===== src/rtl/fifo_pkg.sv =====
`default_nettype none
// ============================================================================
//  Package     : fifo_pkg
//  Description : Types and default widths shared by the synchronous FIFO,
//                its write-port arbiter and their benches.
//  Revision    : 1.0 - initial release
// ============================================================================
package fifo_pkg;

    // Write-port arbiter states: IDLE arbitrates, GRANT streams from one owner.
    typedef enum logic [0:0] {
        IDLE  = 1'b0,
        GRANT = 1'b1
    } arb_state_e;

    localparam int c_DEF_DATA_WIDTH = 8;
    localparam int c_DEF_FIFO_DEPTH = 16;
    localparam int c_DEF_NUM_REQ    = 4;
    localparam int c_DEF_MAX_BURST  = 4;

endpackage : fifo_pkg
`default_nettype wire


===== src/rtl/rr_pick.sv =====
`default_nettype none
// ============================================================================
//  Module      : rr_pick
//  Description : Combinational cyclic priority encoder. Returns the first set
//                bit of i_req found when scanning upward from i_start and
//                wrapping past NUM_REQ-1 back to 0.
//  Ports       : i_req   [NUM_REQ]        request vector
//                i_start [$clog2(NUM_REQ)] index searched first
//                o_idx   [$clog2(NUM_REQ)] winning index (0 when none)
//                o_any   [1]               at least one request set
//  Revision    : 1.0 - initial release
// ============================================================================
module rr_pick
    import fifo_pkg::*;
#(
    parameter int NUM_REQ = c_DEF_NUM_REQ
) (
    input  logic [NUM_REQ-1:0]         i_req,
    input  logic [$clog2(NUM_REQ)-1:0] i_start,
    output logic [$clog2(NUM_REQ)-1:0] o_idx,
    output logic                       o_any
);

    localparam int c_IDW = $clog2(NUM_REQ);
    localparam int c_SW  = c_IDW + 1;

    logic [c_SW-1:0] w_pos;

    // Offsets are scanned from the farthest to the nearest so that the
    // nearest set request (smallest cyclic distance from i_start) is the
    // last one written and therefore wins.
    always_comb begin
        o_idx = '0;
        o_any = 1'b0;
        w_pos = '0;
        for (int k = NUM_REQ - 1; k >= 0; k--) begin
            w_pos = {1'b0, i_start} + c_SW'(k);
            if (w_pos >= c_SW'(NUM_REQ)) begin
                w_pos = w_pos - c_SW'(NUM_REQ);
            end
            if (i_req[w_pos[c_IDW-1:0]]) begin
                o_idx = w_pos[c_IDW-1:0];
                o_any = 1'b1;
            end
        end
    end

endmodule : rr_pick
`default_nettype wire


===== src/rtl/fifo_wr_arbiter.sv =====
`default_nettype none
// ============================================================================
//  Module      : fifo_wr_arbiter
//  Description : Round-robin arbiter sharing the single write port of a
//                synchronous FIFO between NUM_REQ valid/ready producers.
//                One producer owns the port for up to MAX_BURST beats, then
//                the port is released (one idle bubble) and re-arbitrated
//                starting after the previous owner. Writes are suppressed
//                whenever the FIFO reports full.
//  Ports       : clk         clock, rising edge
//                rst_n       asynchronous active-low reset
//                req_valid   [NUM_REQ]            producer word offered
//                req_data    [NUM_REQ*DATA_WIDTH] packed producer words
//                req_ready   [NUM_REQ]            producer word accepted
//                fifo_wr_en  FIFO write enable
//                fifo_wdata  [DATA_WIDTH] FIFO write data
//                fifo_full   FIFO full flag
//                grant_id    [$clog2(NUM_REQ)] current owner (valid with busy)
//                busy        a grant is active
//  Revision    : 1.0 - initial release
// ============================================================================
module fifo_wr_arbiter
    import fifo_pkg::*;
#(
    parameter int DATA_WIDTH = c_DEF_DATA_WIDTH,
    parameter int NUM_REQ    = c_DEF_NUM_REQ,
    parameter int MAX_BURST  = c_DEF_MAX_BURST
) (
    input  logic                          clk,
    input  logic                          rst_n,
    input  logic [NUM_REQ-1:0]            req_valid,
    input  logic [NUM_REQ*DATA_WIDTH-1:0] req_data,
    output logic [NUM_REQ-1:0]            req_ready,
    output logic                          fifo_wr_en,
    output logic [DATA_WIDTH-1:0]         fifo_wdata,
    input  logic                          fifo_full,
    output logic [$clog2(NUM_REQ)-1:0]    grant_id,
    output logic                          busy
);

    localparam int c_IDW = $clog2(NUM_REQ);
    localparam int c_BCW = (MAX_BURST > 1) ? $clog2(MAX_BURST) : 1;
    localparam logic [c_BCW-1:0] c_LAST_BEAT = c_BCW'(MAX_BURST - 1);
    localparam logic [c_IDW-1:0] c_LAST_ID   = c_IDW'(NUM_REQ - 1);

    arb_state_e             r_state;
    arb_state_e             w_state_nxt;
    logic [c_IDW-1:0]       r_owner;
    logic [c_IDW-1:0]       w_owner_nxt;
    logic [c_IDW-1:0]       r_rr_ptr;
    logic [c_IDW-1:0]       w_rr_ptr_nxt;
    logic [c_BCW-1:0]       r_beat_cnt;
    logic [c_BCW-1:0]       w_beat_cnt_nxt;
    logic [DATA_WIDTH-1:0]  r_wdata;
    logic [DATA_WIDTH-1:0]  w_wdata_nxt;

    logic [c_IDW-1:0]       w_pick_idx;
    logic                   w_pick_any;
    logic [DATA_WIDTH-1:0]  w_owner_data;
    logic [c_IDW-1:0]       w_owner_inc;
    logic [NUM_REQ-1:0]     w_ready;
    logic                   w_wr_en;
    logic                   w_busy;
    logic [DATA_WIDTH-1:0]  w_wdata_out;

    rr_pick #(
        .NUM_REQ (NUM_REQ)
    ) u_rr_pick (
        .i_req   (req_valid),
        .i_start (r_rr_ptr),
        .o_idx   (w_pick_idx),
        .o_any   (w_pick_any)
    );

    assign w_owner_data = req_data[r_owner*DATA_WIDTH +: DATA_WIDTH];

    // Explicit wrap so non-power-of-two NUM_REQ also returns to 0.
    assign w_owner_inc = (r_owner == c_LAST_ID) ? '0 : r_owner + c_IDW'(1);

    // ------------------------------------------------------------------------
    // State and datapath registers
    // ------------------------------------------------------------------------
    always_ff @(posedge clk or negedge rst_n) begin
        if (!rst_n) begin
            r_state    <= IDLE;
            r_owner    <= '0;
            r_rr_ptr   <= '0;
            r_beat_cnt <= '0;
            r_wdata    <= '0;
        end else begin
            r_state    <= w_state_nxt;
            r_owner    <= w_owner_nxt;
            r_rr_ptr   <= w_rr_ptr_nxt;
            r_beat_cnt <= w_beat_cnt_nxt;
            r_wdata    <= w_wdata_nxt;
        end
    end

    // ------------------------------------------------------------------------
    // Next-state and output logic
    // ------------------------------------------------------------------------
    always_comb begin
        w_state_nxt    = r_state;
        w_owner_nxt    = r_owner;
        w_rr_ptr_nxt   = r_rr_ptr;
        w_beat_cnt_nxt = r_beat_cnt;
        w_wdata_nxt    = r_wdata;
        w_ready        = '0;
        w_wr_en        = 1'b0;
        w_busy         = 1'b0;
        w_wdata_out    = r_wdata;

        case (r_state)
            IDLE: begin
                if (w_pick_any) begin
                    w_owner_nxt    = w_pick_idx;
                    w_beat_cnt_nxt = '0;
                    w_state_nxt    = GRANT;
                end
            end

            GRANT: begin
                w_busy           = 1'b1;
                w_ready[r_owner] = !fifo_full;
                w_wr_en          = req_valid[r_owner] & !fifo_full;
                w_wdata_out      = w_owner_data;
                // Track the mux so wdata holds the last granted word after release.
                w_wdata_nxt      = w_owner_data;

                if (w_wr_en) begin
                    w_beat_cnt_nxt = r_beat_cnt + c_BCW'(1);
                end

                // A full stall with valid held matches neither term, so the
                // grant (and beat count) simply freeze until full drops.
                if ((w_wr_en && (r_beat_cnt == c_LAST_BEAT)) || !req_valid[r_owner]) begin
                    w_state_nxt  = IDLE;
                    w_rr_ptr_nxt = w_owner_inc;
                end
            end

            default: begin
                w_state_nxt = IDLE;
            end
        endcase
    end

    assign req_ready  = w_ready;
    assign fifo_wr_en = w_wr_en;
    assign fifo_wdata = w_wdata_out;
    assign grant_id   = r_owner;
    assign busy       = w_busy;

endmodule : fifo_wr_arbiter
`default_nettype wire


===== config.mk =====
export PLATFORM = sky130hd
export DESIGN_NAME = fifo_wr_arbiter
export DESIGN_NICKNAME = d
export VERILOG_FILES = /design/src/rtl/fifo_pkg.sv /design/src/rtl/rr_pick.sv /design/src/rtl/fifo_wr_arbiter.sv
export SDC_FILE = /design/constraint.sdc
export NUM_CORES = 1
export LEC_CHECK = 0
export CAP_MARGIN = 10
export CELL_PAD_IN_SITES_DETAIL_PLACEMENT = 0
export CELL_PAD_IN_SITES_GLOBAL_PLACEMENT = 1
export CORE_ASPECT_RATIO = 0.75
export CORE_MARGIN = 1.5
export CORE_UTILIZATION = 31
export CTS_CLUSTER_DIAMETER = 60
export DETAILED_ROUTE_END_ITERATION = 8
export GPL_TIMING_DRIVEN = 0
export PLACE_DENSITY_LB_ADDON = 0.1
export RECOVER_POWER = 100
export SLEW_MARGIN = 25
export SYNTH_ARGS = -nofsm -noshare
export SYNTH_HDL_FRONTEND = slang
export SYNTH_SLANG_ARGS = --single-unit

===== constraint.sdc =====
create_clock -name clk -period 3 [get_ports clk]
set_clock_uncertainty 0.05 [all_clocks]
set_input_delay 0.6 -clock clk [delete_from_list [all_inputs] [get_ports clk]]
set_output_delay 0.6 -clock clk [all_outputs]
set_load 0.01 [all_outputs]

# Yosys cells after proc, flatten, opt, wreduce, memory -nomap -nowiden
# Cells that the tools add are included.
# word_totals
ff_bits	15
in_bits	39
out_inout_bits	16
word_cells	75
# op_classes
addsub	9
magnitude_cmp	10
n_eq_ne	4
n_shift	1
mux	35
bitwise_logic	3
n_reduce_logical	8
# op_table
cell	n
$shiftx A32 B6 Y8	1
$mux W2	11
$lt A2 B3 Y1 const B	5
$mux W1	14
$bmux W1 S2	5
$ge A3 B3 Y1 const B	3
$mux W8	1
$sub A2 B1 Y2 const B	4
$add A2 B2 Y3 const B	2
$reduce_and A2 Y1	3
$add A2 B1 Y2 const B	2
$and A4 B4 Y4	1
$eq A2 B2 Y1 const B	2
$mux W4	1
$ne A2 B1 Y1 const B	2
$pmux W2 S2	1
$add A2 B1 Y3 const B	1
$ge A2 B3 Y1 const B	1
$demux W1 S2	1
$ge A2 B1 Y1 const B	1
$logic_and A1 B1 Y1	2
$logic_not A1 Y1	2
$pmux W1 S2	1
$and A1 B1 Y1	1
2 further kinds	2

# Logic depth before layout (Yosys ltp)
# Gate-level depths: netlist of run 1.
# logic_depth
depth_word	11
depth_mapped	5
depth_no_buf	5

# Cells and area by module
# From an unflattened synthesis of run 1, not the netlist that was laid out.
# unflattened
cells_unflattened	86
area_unflattened_um2	1037.2
# modules_own_cells
mod	n_inst	cells_per_inst	area_each_um2	seq_area_each_um2
fifo_wr_arbiter	1	73	959.7	375.4
rr_pick	1	13	77.6	0.0

# Least setup slack after synthesis of run 1
# No wires, ideal clock.
# synth_timing
path_kind	flip-flop to output port
from	register r_owner[0], in the netlist grant_id[0]
to	output port fifo_wdata[0]
arrival_time_ns	1.510
t_required_ns	2.350
slack_ns	0.840
path_stages_with_launch	4
path_buffers	1
cell_sequence	dfrtp_1 -> buf_4 -> mux4_2 -> mux2_2
# synth_between
elab_chain_len	2
# synth_rtl
element	line_no	rtl
from (decl)	fifo_wr_arbiter.sv:48	logic [c_IDW-1:0] r_owner;
from (signal assigned)	fifo_wr_arbiter.sv:92	r_owner <= w_owner_nxt;
$shiftx A32 B6 Y8	fifo_wr_arbiter.sv:75	assign w_owner_data = req_data[r_owner*DATA_WIDTH +: DATA_WIDTH];
$mux W8	--	
to (decl)	fifo_wr_arbiter.sv:35	output logic [DATA_WIDTH-1:0] fifo_wdata,
# Every way passes these cells.

# Worst setup path in the final report of run 1
# layout_timing
from	input port req_data[23]
to	output port fifo_wdata[7]
# layout_between
elab_chain_len	2
# layout_rtl
element	line_no	rtl
from (decl)	fifo_wr_arbiter.sv:32	input logic [NUM_REQ*DATA_WIDTH-1:0] req_data,
$shiftx A32 B6 Y8	fifo_wr_arbiter.sv:75	
$mux W8	--	
# Every way passes these cells.

==> flow_summary.html, run 1 <==
<table>
<tr><th>Metric</th><th>Value</th></tr>
<tr><th colspan="2">Status</th></tr>
<tr><td>Result of the run</td><td>complete, no violations</td></tr>
<tr><th colspan="2">Power</th></tr>
<tr><td>P per Cell Area</td><td>~860 nW/um^2</td></tr>
<tr><td>Logic pwr share</td><td>0.615</td></tr>
<tr><td>Share of total power in the clock network</td><td>0.120</td></tr>
<tr><td>Internal Power</td><td>roughly 910 uW</td></tr>
<tr><td>Switching pwr</td><td>between 500 and 600 uW</td></tr>
<tr><td>Reported leakage power</td><td>0.000729 uW</td></tr>
<tr><td>Switching portion of total power</td><td>0.357</td></tr>
<tr><td>Sequential cell fraction of total power</td><td>0.265</td></tr>
<tr><td>Largest voltage drop on the vdd net</td><td>approximately 0.00052 V</td></tr>
<tr><th colspan="2">Place</th></tr>
<tr><td>Port bufs</td><td>54</td></tr>
<tr><td>Final estimated routing congestion in global placement</td><td>roughly 0.73</td></tr>
<tr><td>Number of placed instances, taps included</td><td>~170</td></tr>
<tr><td>HPWL after DPL</td><td>between 2000 and 2500 um</td></tr>
<tr><td>Pre-CTS worst setup slack</td><td>-2.02 ps</td></tr>
<tr><td>Area of placed instances</td><td>1590 sq um</td></tr>
<tr><th colspan="2">Worst setup path</th></tr>
<tr><td>Standard cell with the maximum stage delay on the critical path</td><td>sky130_fd_sc_hd__clkdlybuf4s50_1</td></tr>
<tr><td>Worst Path Buf+Inv</td><td>2</td></tr>
<tr><td>Largest stage delay on the critical path</td><td>roughly 480 ps</td></tr>
<tr><td>Required time worst endpoint</td><td>about 2400 ps</td></tr>
<tr><td>Source of the critical timing path</td><td>req_data[23]</td></tr>
<tr><td>Most repeated library cell on the critical path</td><td>sky130_fd_sc_hd__clkdlybuf4s50_1</td></tr>
<tr><td>Reg2reg start</td><td>grant_id[0]</td></tr>
<tr><td>Kind of end point of the critical path</td><td>output pin</td></tr>
<tr><td>Chain of cells forming the critical path</td><td>clkdlybuf4s50_1, mux4_1, mux2_2, clkdlybuf4s50_1</td></tr>
<tr><td>Critical path startpoint category</td><td>input port</td></tr>
<tr><td>Kind of cell with the highest combined delay on the critical path</td><td>buffers and inverters</td></tr>
<tr><td>Maximum fanout encountered on the critical timing path</td><td>2</td></tr>
<tr><td>Kind of critical path</td><td>input port to output pin</td></tr>
<tr><td>CP Data Arrival Time</td><td>between 2000 and 2500 ps</td></tr>
<tr><th colspan="2">Synthesis</th></tr>
<tr><td>Number of synthesis warnings</td><td>0</td></tr>
<tr><td>Top cells by area in the synthesized netlist</td><td>sky130_fd_sc_hd__dfrtp_1 (37%), sky130_fd_sc_hd__mux4_2 (18%), sky130_fd_sc_hd__mux2_2 (9.0%), sky130_fd_sc_hd__ha_1 (6.2%), sky130_fd_sc_hd__and3_1 (3.1%)</td></tr>
<tr><td>Number of distinct library cells after synthesis</td><td>27</td></tr>
<tr><td>Synthesis-stage register bit count</td><td>15</td></tr>
<tr><td>Average instance area after synthesis</td><td>12.2 sq um</td></tr>
<tr><td>Sequential cell area fraction in the yosys report</td><td>0.374</td></tr>
<tr><td>Syn Nets</td><td>126</td></tr>
<tr><td>Post-synth top area cell</td><td>sky130_fd_sc_hd__dfrtp_1</td></tr>
<tr><td>Mapped Cells</td><td>82</td></tr>
<tr><td>Cell area after synthesis</td><td>about 1000 sq um</td></tr>
<tr><td>Fraction of synthesized cell area taken by the top area cell type</td><td>0.374</td></tr>
<tr><th colspan="2">Routing</th></tr>
<tr><td>TritonRoute pass-1 iters</td><td>4</td></tr>
<tr><td>DR WL/cell</td><td>15.0 um</td></tr>
<tr><td>Via count</td><td>900</td></tr>
<tr><td>Residual DRC</td><td>0</td></tr>
<tr><td>Vias/cell</td><td>about 5.0</td></tr>
<tr><td>Number of DRC markers in iteration 0</td><td>24</td></tr>
<tr><td>Final antenna-violating net count</td><td>0</td></tr>
<tr><td>Detailed-route wire length</td><td>~2700 um</td></tr>
<tr><th colspan="2">STA</th></tr>
<tr><td>Tightest Pin Transition</td><td>between 700 and 800 ps</td></tr>
<tr><td>Final setup violation count</td><td>0</td></tr>
<tr><td>Number of max-slew violations in the final report</td><td>0</td></tr>
<tr><td>Worst slew margin</td><td>0.507</td></tr>
<tr><td>Final period utilization</td><td>0.961</td></tr>
<tr><td>Highest attainable clock frequency</td><td>347 MHz</td></tr>
<tr><td>Total count of hold-check failures in the final report</td><td>0</td></tr>
<tr><td>Setup repair after global routing missed its margin</td><td>no</td></tr>
<tr><td>Period minus WS final</td><td>about 2900 ps</td></tr>
<tr><td>Final critical-path setup slack</td><td>~120 ps</td></tr>
<tr><th colspan="2">Clock tree</th></tr>
<tr><td>Clock latency of the later-clocked register in the worst-skew pair</td><td>about 250 ps</td></tr>
<tr><td>Clock transition at the registers of the reported paths</td><td>about 60 ps</td></tr>
<tr><td>Clock buffer count from CTS</td><td>3</td></tr>
<tr><td>CTS H-Tree Depth</td><td>1</td></tr>
<tr><td>Clock tree sinks</td><td>15</td></tr>
<tr><td>CTS tree</td><td>built</td></tr>
<tr><td>Root Buffer</td><td>sky130_fd_sc_hd__clkbuf_8</td></tr>
<tr><td>Number of buffers on the longest clock path</td><td>2</td></tr>
<tr><td>CTS hold repair buffers</td><td>0</td></tr>
<tr><th colspan="2">Global routing</th></tr>
<tr><td>Maximum number of pins on one net before global-route repair</td><td>16</td></tr>
<tr><td>Total GRT Usage</td><td>0.171</td></tr>
<tr><td>Wire length of the first global-routing pass</td><td>4480 um</td></tr>
<tr><td>Number of antenna violations at the first check in global routing</td><td>0</td></tr>
<tr><td>Via count of the first global-routing pass</td><td>943</td></tr>
<tr><td>Global route overflow</td><td>0</td></tr>
<tr><th colspan="2">Floorplanning</th></tr>
<tr><td>Total core area</td><td>3020 sq um</td></tr>
<tr><td>Count of pins on the block boundary</td><td>55</td></tr>
<tr><td>Die area</td><td>around 3600 sq um</td></tr>
<tr><td>Number of rows created at floorplan</td><td>17</td></tr>
<tr><td>Starting Density</td><td>0.332</td></tr>
<tr><td>Die width</td><td>around 69 um</td></tr>
<tr><td>DIE HEIGHT</td><td>around 52 um</td></tr>
<tr><th colspan="2">Cells and area</th></tr>
<tr><td>N_diodes</td><td>0</td></tr>
<tr><td>Number of fillers in the final layout</td><td>between 200 and 300</td></tr>
<tr><td>Commonest non-fill, non-tap cell in the layout</td><td>sky130_fd_sc_hd__clkdlybuf4s50_1</td></tr>
<tr><td>Final cell count without fillers</td><td>roughly 180</td></tr>
<tr><td>Most used cells in the layout excluding fill and tap cells</td><td>sky130_fd_sc_hd__clkdlybuf4s50_1 (42), sky130_fd_sc_hd__dfrtp_1 (14), sky130_fd_sc_hd__mux4_2 (8), sky130_fd_sc_hd__mux2_2 (8), sky130_fd_sc_hd__dlygate4sd3_1 (8)</td></tr>
<tr><td>Post-route cell area</td><td>~1600 sq um</td></tr>
<tr><td>Synthesis-to-layout area growth</td><td>64.0%</td></tr>
<tr><td>Share of post-route cells with drive strength above 1</td><td>0.184</td></tr>
<tr><td>Number of nets in the final layout</td><td>about 190</td></tr>
<tr><th colspan="2">Hold path</th></tr>
<tr><td>Worst min path class</td><td>flop to flop</td></tr>
<tr><td>Start point of the worst min-delay path</td><td>r_wdata[7]</td></tr>
<tr><th colspan="2">Run</th></tr>
<tr><td>Max Cap Viol</td><td>0</td></tr>
</table>
[metrics by stage]
| step | setup TNS (ps) | util | power (uW) | hold slack [ps] |
|---|---|---|---|---|
| global placement | 0 | 0.527 | 1250 | 430 |
| detailed placement | -2.02 | 0.527 | 1270 | 435 |
| finish | 0 | 0.545 | 1410 | 446 |
| global route | 0 | 0.545 | 1520 | 470 |
| CTS | 0 | 0.541 | 1450 | 450 |
| floorplan | 0 | - | 882 | 254 |
[worst register-to-register path, cell delays in order, from the launching register on]
cell and delay (ps):
sky130_fd_sc_hd__dfrtp_2 450, sky130_fd_sc_hd__mux4_2 570, sky130_fd_sc_hd__buf_4 160, sky130_fd_sc_hd__o21ai_2 50, sky130_fd_sc_hd__nand2_1 110, sky130_fd_sc_hd__mux2_1 320
[kinds of logic (layout without fill, tap and decap cells)]
logic type,count (synthesis),count (layout),share of synthesized area
multiplexers,21,21,0.340
AO/OA/AOI/OAI,13,13,0.0786
flip-flops,15,15,0.374
AND/OR/NAND/NOR,17,17,0.0923
XOR/XNOR,1,1,0.00873
adder cells (fa/ha/maj),5,5,0.0623
buffers and inverters,10,69,0.0436
[synthesized netlist by cell type (all sizes together)]
master and number:
a21o 1, a21oi 4, and3 5, buf 3, clkbuf 1, dfrtp 15
ha 5, inv 6, mux2 9, mux2i 3, mux4 9, nand2 5
nand3 2, nor2 1, nor3b 1, nor4 2, o21a 1, o21ai 5
o22ai 1, o41ai 1, or2 1, xor2 1
[registers in the layout (all words and copies together), names as in the netlist]
signal,cells
r_wdata,8
r_state,1
r_rr_ptr,2
grant_id,2
r_beat_cnt,2
[area by class of cell]
class	instances	area, sq um	area share
sequential	15	377	0.229
tap	38	47.5	0.0289
inverter	6	22.5	0.0137
timing repair buffer	55	554	0.337
clock buffer	4	45.0	0.0274
multi-input combinational	57	578	0.351
buffer	4	21.3	0.0129
[power groups by stage]
stage	clock (uW)	combinational (uW)	sequential [uW]
finish	169	866	373
global route	183	950	391
CTS	175	899	373
detailed placement	0	889	377
global placement	0	880	374
floorplan	0	515	367
[per-layer routing]
layer | vias to the layer above | track usage | wire length (um) | part of all wire
met5 | - | 0 | 0 | 0
met4 | 0 | 0.0458 | 32 | 0.012
met3 | 4 | 0.0495 | 134 | 0.050
met2 | 27 | 0.279 | 1280 | 0.48
met1 | 441 | 0.221 | 1230 | 0.46
li1 | 428 | - | - | -
[final timing paths]
| kind | endpoint | slack [ps] | cells past startpoint |
|---|---|---|---|
| min in group asynchronous | r_wdata[0] | 800 | 1 |
| min reg2reg | r_wdata[7] | 450 | 1 |
| max | fifo_wdata[7] | 120 | 4 |
| min | r_wdata[7] | 450 | 1 |
| max reg2reg | r_rr_ptr[1] | 1170 | 5 |
| max in group asynchronous | grant_id[0] | 1580 | 1 |
[timing repair]
| item | CTS | global route |
|---|---|---|
| buffers inserted | 0 | 1 |
| resized for setup | 1 | 4 |
| endpoints found under the setup margin | 1 | 8 |
| hold endpoints to repair | 0 | 0 |
Power figures use the tool's default switching activity.
==> run 2: changes to the inputs <==
--- a/config.mk
+++ b/config.mk
@@ -13,10 +13,10 @@
 export CORE_UTILIZATION = 31
 export CTS_CLUSTER_DIAMETER = 60
 export DETAILED_ROUTE_END_ITERATION = 8
-export GPL_TIMING_DRIVEN = 0
 export PLACE_DENSITY_LB_ADDON = 0.1
 export RECOVER_POWER = 100
 export SLEW_MARGIN = 25
 export SYNTH_ARGS = -nofsm -noshare
 export SYNTH_HDL_FRONTEND = slang
 export SYNTH_SLANG_ARGS = --single-unit
+export TNS_END_PERCENT = 20
==> run 2 against run 1 <==
  * Sequential power up 12%
  * Critical path depth unchanged
  * Worst hold slack better by 1.2 ps
  * Register-to-register slack worse by 260 ps
  * Power about the same
  * Highest routed layer unchanged
  * Final area down 0.23%
  * Core utilization down 0.12 points
  * Via count down 0.78%
==> flow_summary.html, run 2 (synthesized netlist as in run 1, its figures left out) <==
<table>
<tr><th>Metric</th><th>Value</th></tr>
<tr><th colspan="2">Floorplanning</th></tr>
<tr><td>Number of rows created at floorplan</td><td>17 (unchanged)</td></tr>
<tr><td>Starting Density</td><td>0.332 (unchanged)</td></tr>
<tr><td>DIE HEIGHT</td><td>52.3 um (unchanged)</td></tr>
<tr><td>Count of pins on the block boundary</td><td>55 (unchanged)</td></tr>
<tr><td>Die width</td><td>68.7 um (unchanged)</td></tr>
<tr><td>Total core area</td><td>3020 sq um (unchanged)</td></tr>
<tr><td>Die area</td><td>3590 sq um (unchanged)</td></tr>
<tr><th colspan="2">Status</th></tr>
<tr><td>Result of the run</td><td>complete, no violations</td></tr>
<tr><th colspan="2">Worst setup path</th></tr>
<tr><td>Reg2reg setup slack</td><td>910 ps (-260 ps)</td></tr>
<tr><td>Kind of critical path</td><td>input port to output pin</td></tr>
<tr><td>Reg2reg start</td><td>grant_id[1]</td></tr>
<tr><td>Required time worst endpoint</td><td>2350 ps (about the same)</td></tr>
<tr><td>Endpoint of the worst-slack reg-to-reg timing path</td><td>r_rr_ptr[1]</td></tr>
<tr><td>Depth of the worst register-to-register path</td><td>6 (+1)</td></tr>
<tr><td>Maximum fanout encountered on the critical timing path</td><td>2 (unchanged)</td></tr>
<tr><td>Source of the critical timing path</td><td>req_valid[0]</td></tr>
<tr><td>Kind of end point of the critical path</td><td>output pin</td></tr>
<tr><td>Critical path startpoint category</td><td>input port</td></tr>
<tr><td>Capture point of the worst path</td><td>fifo_wr_en</td></tr>
<tr><td>CP Data Arrival Time</td><td>2280 ps (+50 ps)</td></tr>
<tr><th colspan="2">STA</th></tr>
<tr><td>Setup repair after global routing missed its margin</td><td>no</td></tr>
<tr><td>Worst Hold Margin</td><td>447 ps (+1.15 ps)</td></tr>
<tr><td>Total negative slack</td><td>0 ps (unchanged)</td></tr>
<tr><td>Tightest Pin Transition</td><td>721 ps (-16.4 ps)</td></tr>
<tr><td>Number of max-slew violations in the final report</td><td>0 (unchanged)</td></tr>
<tr><td>Period minus WS final</td><td>2930 ps (+46.4 ps)</td></tr>
<tr><td>Total count of hold-check failures in the final report</td><td>0 (unchanged)</td></tr>
<tr><td>Final period utilization</td><td>0.977 (+0.0155)</td></tr>
<tr><td>Final setup violation count</td><td>0 (unchanged)</td></tr>
<tr><td>Highest attainable clock frequency</td><td>341 MHz (-1.6%)</td></tr>
<tr><td>Worst slew margin</td><td>0.518 (+0.0109)</td></tr>
<tr><th colspan="2">Routing</th></tr>
<tr><td>Number of DRC markers in iteration 0</td><td>46 (+92%)</td></tr>
<tr><td>TritonRoute pass-1 iters</td><td>4 (unchanged)</td></tr>
<tr><td>Via count</td><td>893 (-0.78%)</td></tr>
<tr><td>Final antenna-violating net count</td><td>0 (unchanged)</td></tr>
<tr><td>Vias/cell</td><td>4.96 (-1.3%)</td></tr>
<tr><td>Residual DRC</td><td>0 (unchanged)</td></tr>
<tr><td>Detailed-route wire length</td><td>2580 um (-3.8%)</td></tr>
<tr><td>DR WL/cell</td><td>14.3 um (-4.3%)</td></tr>
<tr><th colspan="2">Cells and area</th></tr>
<tr><td>Flip-flop count of the largest register after layout</td><td>8 (unchanged)</td></tr>
<tr><td>Most flops, register</td><td>r_wdata</td></tr>
<tr><td>Synthesis-to-layout area growth</td><td>63.6%</td></tr>
<tr><td>Share of post-route cells with drive strength above 1</td><td>0.169 (-0.0154)</td></tr>
<tr><td>N_diodes</td><td>0 (unchanged)</td></tr>
<tr><td>Most used cells in the layout excluding fill and tap cells</td><td>sky130_fd_sc_hd__clkdlybuf4s50_1 (47), sky130_fd_sc_hd__dfrtp_1 (15), sky130_fd_sc_hd__mux4_2 (8), sky130_fd_sc_hd__mux2_2 (8), sky130_fd_sc_hd__dlygate4sd3_1 (7)</td></tr>
<tr><td>Number of nets in the final layout</td><td>187 (+0.54%)</td></tr>
<tr><td>Commonest non-fill, non-tap cell in the layout</td><td>sky130_fd_sc_hd__clkdlybuf4s50_1</td></tr>
<tr><th colspan="2">Place</th></tr>
<tr><td>Final estimated routing congestion in global placement</td><td>0.879 (+20%)</td></tr>
<tr><td>Port bufs</td><td>54 (unchanged)</td></tr>
<tr><td>HPWL after DPL</td><td>2070 um (+2.2%)</td></tr>
<tr><th colspan="2">Run</th></tr>
<tr><td>Max Cap Viol</td><td>0 (unchanged)</td></tr>
<tr><th colspan="2">Power</th></tr>
<tr><td>P per Cell Area</td><td>857 nW/um^2 (+0.22%)</td></tr>
<tr><td>Total power after layout</td><td>1410 uW (about the same)</td></tr>
<tr><td>Largest voltage drop on the vdd net</td><td>0.000587 V (+13%)</td></tr>
<tr><td>Reported leakage power</td><td>0.000698 uW (-4.2%)</td></tr>
<tr><th colspan="2">Clock tree</th></tr>
<tr><td>PostCTS Resize Cnt</td><td>0 (-1)</td></tr>
<tr><td>Number of buffers on the longest clock path</td><td>2 (unchanged)</td></tr>
<tr><td>Clock buffer count from CTS</td><td>3 (unchanged)</td></tr>
<tr><td>CTS hold repair buffers</td><td>0 (unchanged)</td></tr>
<tr><td>Clock latency of the later-clocked register in the worst-skew pair</td><td>240 ps (about the same)</td></tr>
<tr><td>Root Buffer</td><td>sky130_fd_sc_hd__clkbuf_8</td></tr>
<tr><td>Clock transition at the registers of the reported paths</td><td>60 ps (about the same)</td></tr>
<tr><td>CTS tree</td><td>built</td></tr>
<tr><td>Post-CTS Setup Bufs</td><td>0 (unchanged)</td></tr>
<tr><td>CTS H-Tree Depth</td><td>1 (unchanged)</td></tr>
<tr><td>Clock tree sinks</td><td>15 (unchanged)</td></tr>
<tr><th colspan="2">Global routing</th></tr>
<tr><td>Maximum number of pins on one net before global-route repair</td><td>18 (+2)</td></tr>
<tr><td>Via count of the first global-routing pass</td><td>904 (-4.1%)</td></tr>
<tr><td>Global route overflow</td><td>0 (unchanged)</td></tr>
<tr><td>Number of antenna violations at the first check in global routing</td><td>0 (unchanged)</td></tr>
<tr><td>Total GRT Usage</td><td>0.162 (-0.00949)</td></tr>
<tr><td>Wire length of the first global-routing pass</td><td>4180 um (-6.6%)</td></tr>
<tr><th colspan="2">Hold path</th></tr>
<tr><td>Worst min path class</td><td>flop to flop</td></tr>
</table>
## run 2: cell count changes in the layout (fill, tap and decap cells not counted), sizes merged
cell           change
dlygate4sd2        -1
clkbuf             +3
dlymetal6s2s       -3
dlygate4sd3        -1
clkdlybuf4s50      +5
buf                -2
## run 2: metrics by stage
| step | setup WS (ps) | area, sq um | instances | util |
|---|---|---|---|---|
| 2_1_floorplan | 840 | 1000 | 82 | - |
| 3_3_place_gp | 110 | 1620 | 176 | 0.535 |
| 3_5_place_dp | 104 | 1620 | 176 | 0.535 |
| 4_1_cts | 101 | 1660 | 180 | 0.550 |
| 5_1_grt | 19.7 | 1640 | 180 | 0.543 |
| 6_report | 69.4 | 1640 | 180 | 0.543 |
## run 2: how the worst min path moves through the flow
| stage | to | startpoint | depth (start not counted) | slack [ps] |
|---|---|---|---|---|
| 2_1_floorplan | grant_id[0] | rst_n | 0 | 250 |
| 4_1_cts | r_wdata[6] | r_wdata[6] | 1 | 450 |
| 3_3_place_gp | r_wdata[4] | r_wdata[4] | 1 | 430 |
| 5_1_grt | r_wdata[1] | r_wdata[1] | 1 | 460 |
| 3_5_place_dp | r_wdata[6] | r_wdata[6] | 1 | 430 |
| 6_report | r_wdata[5] | r_wdata[5] | 1 | 450 |
## run 2: worst max-delay path: stages
cell                              delay, ps
sky130_fd_sc_hd__dlygate4sd3_1          550
sky130_fd_sc_hd__mux4_2                 460
sky130_fd_sc_hd__and3_1                 200
sky130_fd_sc_hd__clkdlybuf4s50_1        470
## run 2: area by class of cell
type	instances	area, sq um
clock buffers	4	45.0
fillers	264	1380
inverters	6	22.5
multi-input cells	57	581
flip-flops and latches	15	375
well taps	38	47.5
repair buffers	60	571
## run 2: power by group
part	switching (uW)	total, uW	internal (uW)
Sequential	116	418	303
Clock	69.9	164	94.0
Combinational	313	825	512
## run 2: per-layer routing
layer	wire length, um	vias up	global-route usage
li1	-	428	-
met1	1190	430	0.207
met2	1240	33	0.264
met3	136	2	0.0559
met4	12	0	0.0327
met5	0	-	0
==> run 3: changes to the inputs <==
--- a/config.mk
+++ b/config.mk
@@ -18,5 +18,6 @@
 export SLEW_MARGIN = 25
 export SYNTH_ARGS = -nofsm -noshare
 export SYNTH_HDL_FRONTEND = slang
+export SYNTH_HIERARCHICAL = 1
 export SYNTH_SLANG_ARGS = --single-unit
 export TNS_END_PERCENT = 20
==> run 3 against run 2 <==
  * Clock power is essentially flat
  * Critical path type unchanged
  * Largest power group unchanged
  * Power rose by 0.42%
  * Critical path depth unchanged
==> flow_summary.html, run 3 <==
<table>
<tr><th>Metric</th><th>Value</th></tr>
<tr><th colspan="2">Status</th></tr>
<tr><td>Result of the run</td><td>complete, no violations</td></tr>
<tr><th colspan="2">Cells and area</th></tr>
<tr><td>Commonest non-fill, non-tap cell in the layout</td><td>sky130_fd_sc_hd__clkdlybuf4s50_1</td></tr>
<tr><td>Post-route cell area</td><td>1670 sq um (+1.8%)</td></tr>
<tr><td>Most used cells in the layout excluding fill and tap cells</td><td>sky130_fd_sc_hd__clkdlybuf4s50_1 (49), sky130_fd_sc_hd__dfrtp_1 (14), sky130_fd_sc_hd__mux4_2 (9)</td></tr>
<tr><td>Number of nets in the final layout</td><td>191 (+2.1%)</td></tr>
<tr><td>Flip-flop count of the largest register after layout</td><td>8 (unchanged)</td></tr>
<tr><td>Most flops, register</td><td>r_wdata</td></tr>
<tr><td>Share of post-route cells with drive strength above 1</td><td>0.151 (-0.0183)</td></tr>
<tr><td>N_diodes</td><td>0 (unchanged)</td></tr>
<tr><td>Footprint of the flip-flops and latches</td><td>377 sq um (+0.33%)</td></tr>
<tr><td>Number of fillers in the final layout</td><td>286 (+8.3%)</td></tr>
<tr><td>Synthesis-to-layout area growth</td><td>61.0%</td></tr>
<tr><td>Area of the multi-input gates</td><td>616 sq um (+6.0%)</td></tr>
<tr><th colspan="2">Synthesis</th></tr>
<tr><td>Top cells by area in the synthesized netlist</td><td>sky130_fd_sc_hd__dfrtp_1 (36%), sky130_fd_sc_hd__mux4_2 (20%), sky130_fd_sc_hd__mux2_2 (9.8%), sky130_fd_sc_hd__ha_1 (6.0%), sky130_fd_sc_hd__and2_1 (3.0%)</td></tr>
<tr><td>Number of enable flip-flop cells after synthesis</td><td>0 (unchanged)</td></tr>
<tr><td>Cell area after synthesis</td><td>1040 sq um (+3.4%)</td></tr>
<tr><td>Commonest cells in the netlist</td><td>sky130_fd_sc_hd__dfrtp_1 (15), sky130_fd_sc_hd__mux2_2 (9), sky130_fd_sc_hd__mux4_2 (9), sky130_fd_sc_hd__nand2_1 (7), sky130_fd_sc_hd__nor2_1 (6)</td></tr>
<tr><td>Number of synthesis warnings</td><td>6 (+6)</td></tr>
<tr><td>Syn Nets</td><td>130 (+3.2%)</td></tr>
<tr><td>Most numerous cell in the Yosys netlist</td><td>sky130_fd_sc_hd__dfrtp_1</td></tr>
<tr><td>Sequential cell area fraction in the yosys report</td><td>0.362 (-0.0122)</td></tr>
<tr><td>Synthesis-stage register bit count</td><td>15 (unchanged)</td></tr>
<tr><td>Average instance area after synthesis</td><td>12.1 sq um (-1.4%)</td></tr>
<tr><td>Dominant synthesized flop cell</td><td>sky130_fd_sc_hd__dfrtp_1</td></tr>
<tr><td>Mapped Cells</td><td>86 (+4.9%)</td></tr>
<tr><td>Fraction of synthesized cell area taken by the top area cell type</td><td>0.362 (-0.0122)</td></tr>
<tr><td>Fraction of registers with async set/reset</td><td>1.00 (unchanged)</td></tr>
<tr><td>Post-synth top area cell</td><td>sky130_fd_sc_hd__dfrtp_1</td></tr>
<tr><td>Number of distinct library cells after synthesis</td><td>29 (+7.4%)</td></tr>
<tr><th colspan="2">Clock tree</th></tr>
<tr><td>Clock latency of the later-clocked register in the worst-skew pair</td><td>240 ps (about the same)</td></tr>
<tr><td>Clock transition at the registers of the reported paths</td><td>60 ps (about the same)</td></tr>
<tr><td>Number of buffers on the longest clock path</td><td>2 (unchanged)</td></tr>
<tr><td>Post-CTS Setup Bufs</td><td>0 (unchanged)</td></tr>
<tr><td>Clock buffer count from CTS</td><td>3 (unchanged)</td></tr>
<tr><td>CTS tree</td><td>built</td></tr>
<tr><td>CTS hold repair buffers</td><td>0 (unchanged)</td></tr>
<tr><td>Root Buffer</td><td>sky130_fd_sc_hd__clkbuf_8</td></tr>
<tr><td>PostCTS Resize Cnt</td><td>1 (+1)</td></tr>
<tr><td>Clock tree sinks</td><td>15 (unchanged)</td></tr>
<tr><td>CTS H-Tree Depth</td><td>1 (unchanged)</td></tr>
<tr><th colspan="2">Worst setup path</th></tr>
<tr><td>Critical path startpoint category</td><td>input port</td></tr>
<tr><td>Depth of the worst register-to-register path</td><td>5 (-1)</td></tr>
<tr><td>Kind of critical path</td><td>input port to output pin</td></tr>
<tr><td>Maximum fanout encountered on the critical timing path</td><td>2 (unchanged)</td></tr>
<tr><td>Chain of cells forming the critical path</td><td>dlygate4sd3_1, mux4_2, and2_1, clkdlybuf4s50_1</td></tr>
<tr><td>Largest stage delay on the critical path</td><td>560 ps (about the same)</td></tr>
<tr><td>Worst Path Buf+Inv</td><td>2 (unchanged)</td></tr>
<tr><td>Standard cell with the maximum stage delay on the critical path</td><td>sky130_fd_sc_hd__dlygate4sd3_1</td></tr>
<tr><td>Number of stages on the worst setup path</td><td>4 (unchanged)</td></tr>
<tr><td>Reg2reg setup slack</td><td>830 ps (-80 ps)</td></tr>
<tr><td>CP Data Arrival Time</td><td>2280 ps (about the same)</td></tr>
<tr><td>Kind of end point of the critical path</td><td>output pin</td></tr>
<tr><td>Required time worst endpoint</td><td>2350 ps (about the same)</td></tr>
<tr><td>Kind of cell with the highest combined delay on the critical path</td><td>buffers and inverters</td></tr>
<tr><th colspan="2">Place</th></tr>
<tr><td>HPWL after DPL</td><td>2190 um (+5.8%)</td></tr>
<tr><td>Final estimated routing congestion in global placement</td><td>0.747 (-15%)</td></tr>
<tr><td>Area of placed instances</td><td>1640 sq um (+1.7%)</td></tr>
<tr><td>Port bufs</td><td>54 (unchanged)</td></tr>
<tr><th colspan="2">STA</th></tr>
<tr><td>Highest attainable clock frequency</td><td>341 MHz (about the same)</td></tr>
<tr><td>Tightest Pin Transition</td><td>789 ps (+67.7 ps)</td></tr>
<tr><td>Period minus WS final</td><td>2930 ps (-1.62 ps)</td></tr>
<tr><td>Total negative slack</td><td>0 ps (unchanged)</td></tr>
<tr><td>Final period utilization</td><td>0.976 (about the same)</td></tr>
<tr><td>Total count of hold-check failures in the final report</td><td>0 (unchanged)</td></tr>
<tr><td>Final setup violation count</td><td>0 (unchanged)</td></tr>
<tr><td>Setup repair after global routing missed its margin</td><td>no</td></tr>
<tr><td>Worst slew margin</td><td>0.474 (-0.0436)</td></tr>
<tr><td>Number of max-slew violations in the final report</td><td>0 (unchanged)</td></tr>
<tr><th colspan="2">Power</th></tr>
<tr><td>P per Cell Area</td><td>846 nW/um^2 (-1.3%)</td></tr>
<tr><td>Reported leakage power</td><td>0.000663 uW (-5.0%)</td></tr>
<tr><td>Largest voltage drop on the vdd net</td><td>0.000502 V (-15%)</td></tr>
<tr><th colspan="2">Floorplanning</th></tr>
<tr><td>DIE HEIGHT</td><td>53.1 um (+1.6%)</td></tr>
<tr><td>Die width</td><td>69.8 um (+1.6%)</td></tr>
<tr><td>Starting Density</td><td>0.339 (+0.00642)</td></tr>
<tr><td>Total core area</td><td>3060 sq um (+1.4%)</td></tr>
<tr><td>Count of pins on the block boundary</td><td>55 (unchanged)</td></tr>
<tr><td>Number of rows created at floorplan</td><td>17 (unchanged)</td></tr>
<tr><td>Die area</td><td>3710 sq um (+3.2%)</td></tr>
<tr><th colspan="2">Global routing</th></tr>
<tr><td>Number of antenna violations at the first check in global routing</td><td>0 (unchanged)</td></tr>
<tr><td>Global route overflow</td><td>0 (unchanged)</td></tr>
<tr><td>Total GRT Usage</td><td>0.152 (-0.00950)</td></tr>
<tr><td>Wire length of the first global-routing pass</td><td>4190 um (+0.17%)</td></tr>
<tr><td>Maximum number of pins on one net before global-route repair</td><td>18 (unchanged)</td></tr>
<tr><td>Via count of the first global-routing pass</td><td>926 (+2.4%)</td></tr>
<tr><th colspan="2">Routing</th></tr>
<tr><td>TritonRoute pass-1 iters</td><td>4 (unchanged)</td></tr>
<tr><td>Detailed-route wire length</td><td>2640 um (+2.3%)</td></tr>
<tr><td>Via count</td><td>912 (+2.1%)</td></tr>
<tr><td>Residual DRC</td><td>0 (unchanged)</td></tr>
<tr><td>Final antenna-violating net count</td><td>0 (unchanged)</td></tr>
<tr><td>Number of DRC markers in iteration 0</td><td>27 (-41%)</td></tr>
<tr><td>Vias/cell</td><td>4.96 (about the same)</td></tr>
<tr><td>DR WL/cell</td><td>14.3 um (about the same)</td></tr>
<tr><th colspan="2">Hold path</th></tr>
<tr><td>Hold path depth</td><td>1 (unchanged)</td></tr>
<tr><td>Worst min path class</td><td>flop to flop</td></tr>
<tr><th colspan="2">Run</th></tr>
<tr><td>Max Cap Viol</td><td>0 (unchanged)</td></tr>
</table>
run 3: cell types whose count changed after synthesis, sizes merged, moves of 3 or more:
cell / delta
and2: +5
o21ai: -3
and3: -5
nand2b: +3
nor2: +5
run 3: final cells by class:
type,instances,area share
Clock buffer,4,0.0270
Timing Repair Buffer,60,0.342
Inverter,4,0.00899
Tap cell,38,0.0285
Sequential cell,15,0.225
Multi-Input combinational cell,63,0.369
run 3: per-layer routing:
layer	share of wire	track usage
met1	0.48	0.200
met2	0.46	0.235
met3	0.056	0.0533
met4	0.0061	0.0513
met5	0	0
run 3: worst paths after layout:
| kind | startpoint | to |
|---|---|---|
| max | req_valid[2] | fifo_wr_en |
| min | r_wdata[5] | r_wdata[5] |
| max reg2reg | grant_id[1] | r_rr_ptr[1] |
| min reg2reg | r_wdata[5] | r_wdata[5] |
| max in group asynchronous | rst_n | grant_id[0] |
| min in group asynchronous | rst_n | r_beat_cnt[0] |
run 3: cells by family (layout without fill, tap and decap cells):
logic type	after synthesis	in the layout	synth area share
fa+ha+maj	5	5	0.0603
compound gates	11	11	0.0808
buf+inv	8	68	0.0410
simple gates	27	27	0.142
flops	15	15	0.362
mux	20	20	0.314
run 3: through the flow:
step / util / total power, uW / hold slack [ps] / setup slack (ps) / std cells
detailed placement: 0.536 / 1300 / 437 / 74.0 / 180
CTS: 0.551 / 1470 / 452 / 71.4 / 184
global route: 0.545 / 1530 / 466 / 19.0 / 184
global placement: 0.536 / 1290 / 432 / 89.7 / 180
floorplan: - / 900 / 254 / 867 / 86
finish: 0.545 / 1410 / 437 / 71.0 / 184
run 3: power by group:
group / switching (uW) / internal (uW) / total [uW]
logic: 337 / 505 / 842
clock network: 68.8 / 93.9 / 163
registers: 102 / 306 / 408
run 3: worst reg2reg max path: stages, from the launching register on:
cell	delay, ps
sky130_fd_sc_hd__dfrtp_1	570
sky130_fd_sc_hd__clkbuf_1	320
sky130_fd_sc_hd__mux4_2	370
sky130_fd_sc_hd__clkbuf_1	170
sky130_fd_sc_hd__a21oi_1	230
sky130_fd_sc_hd__mux2_1	340
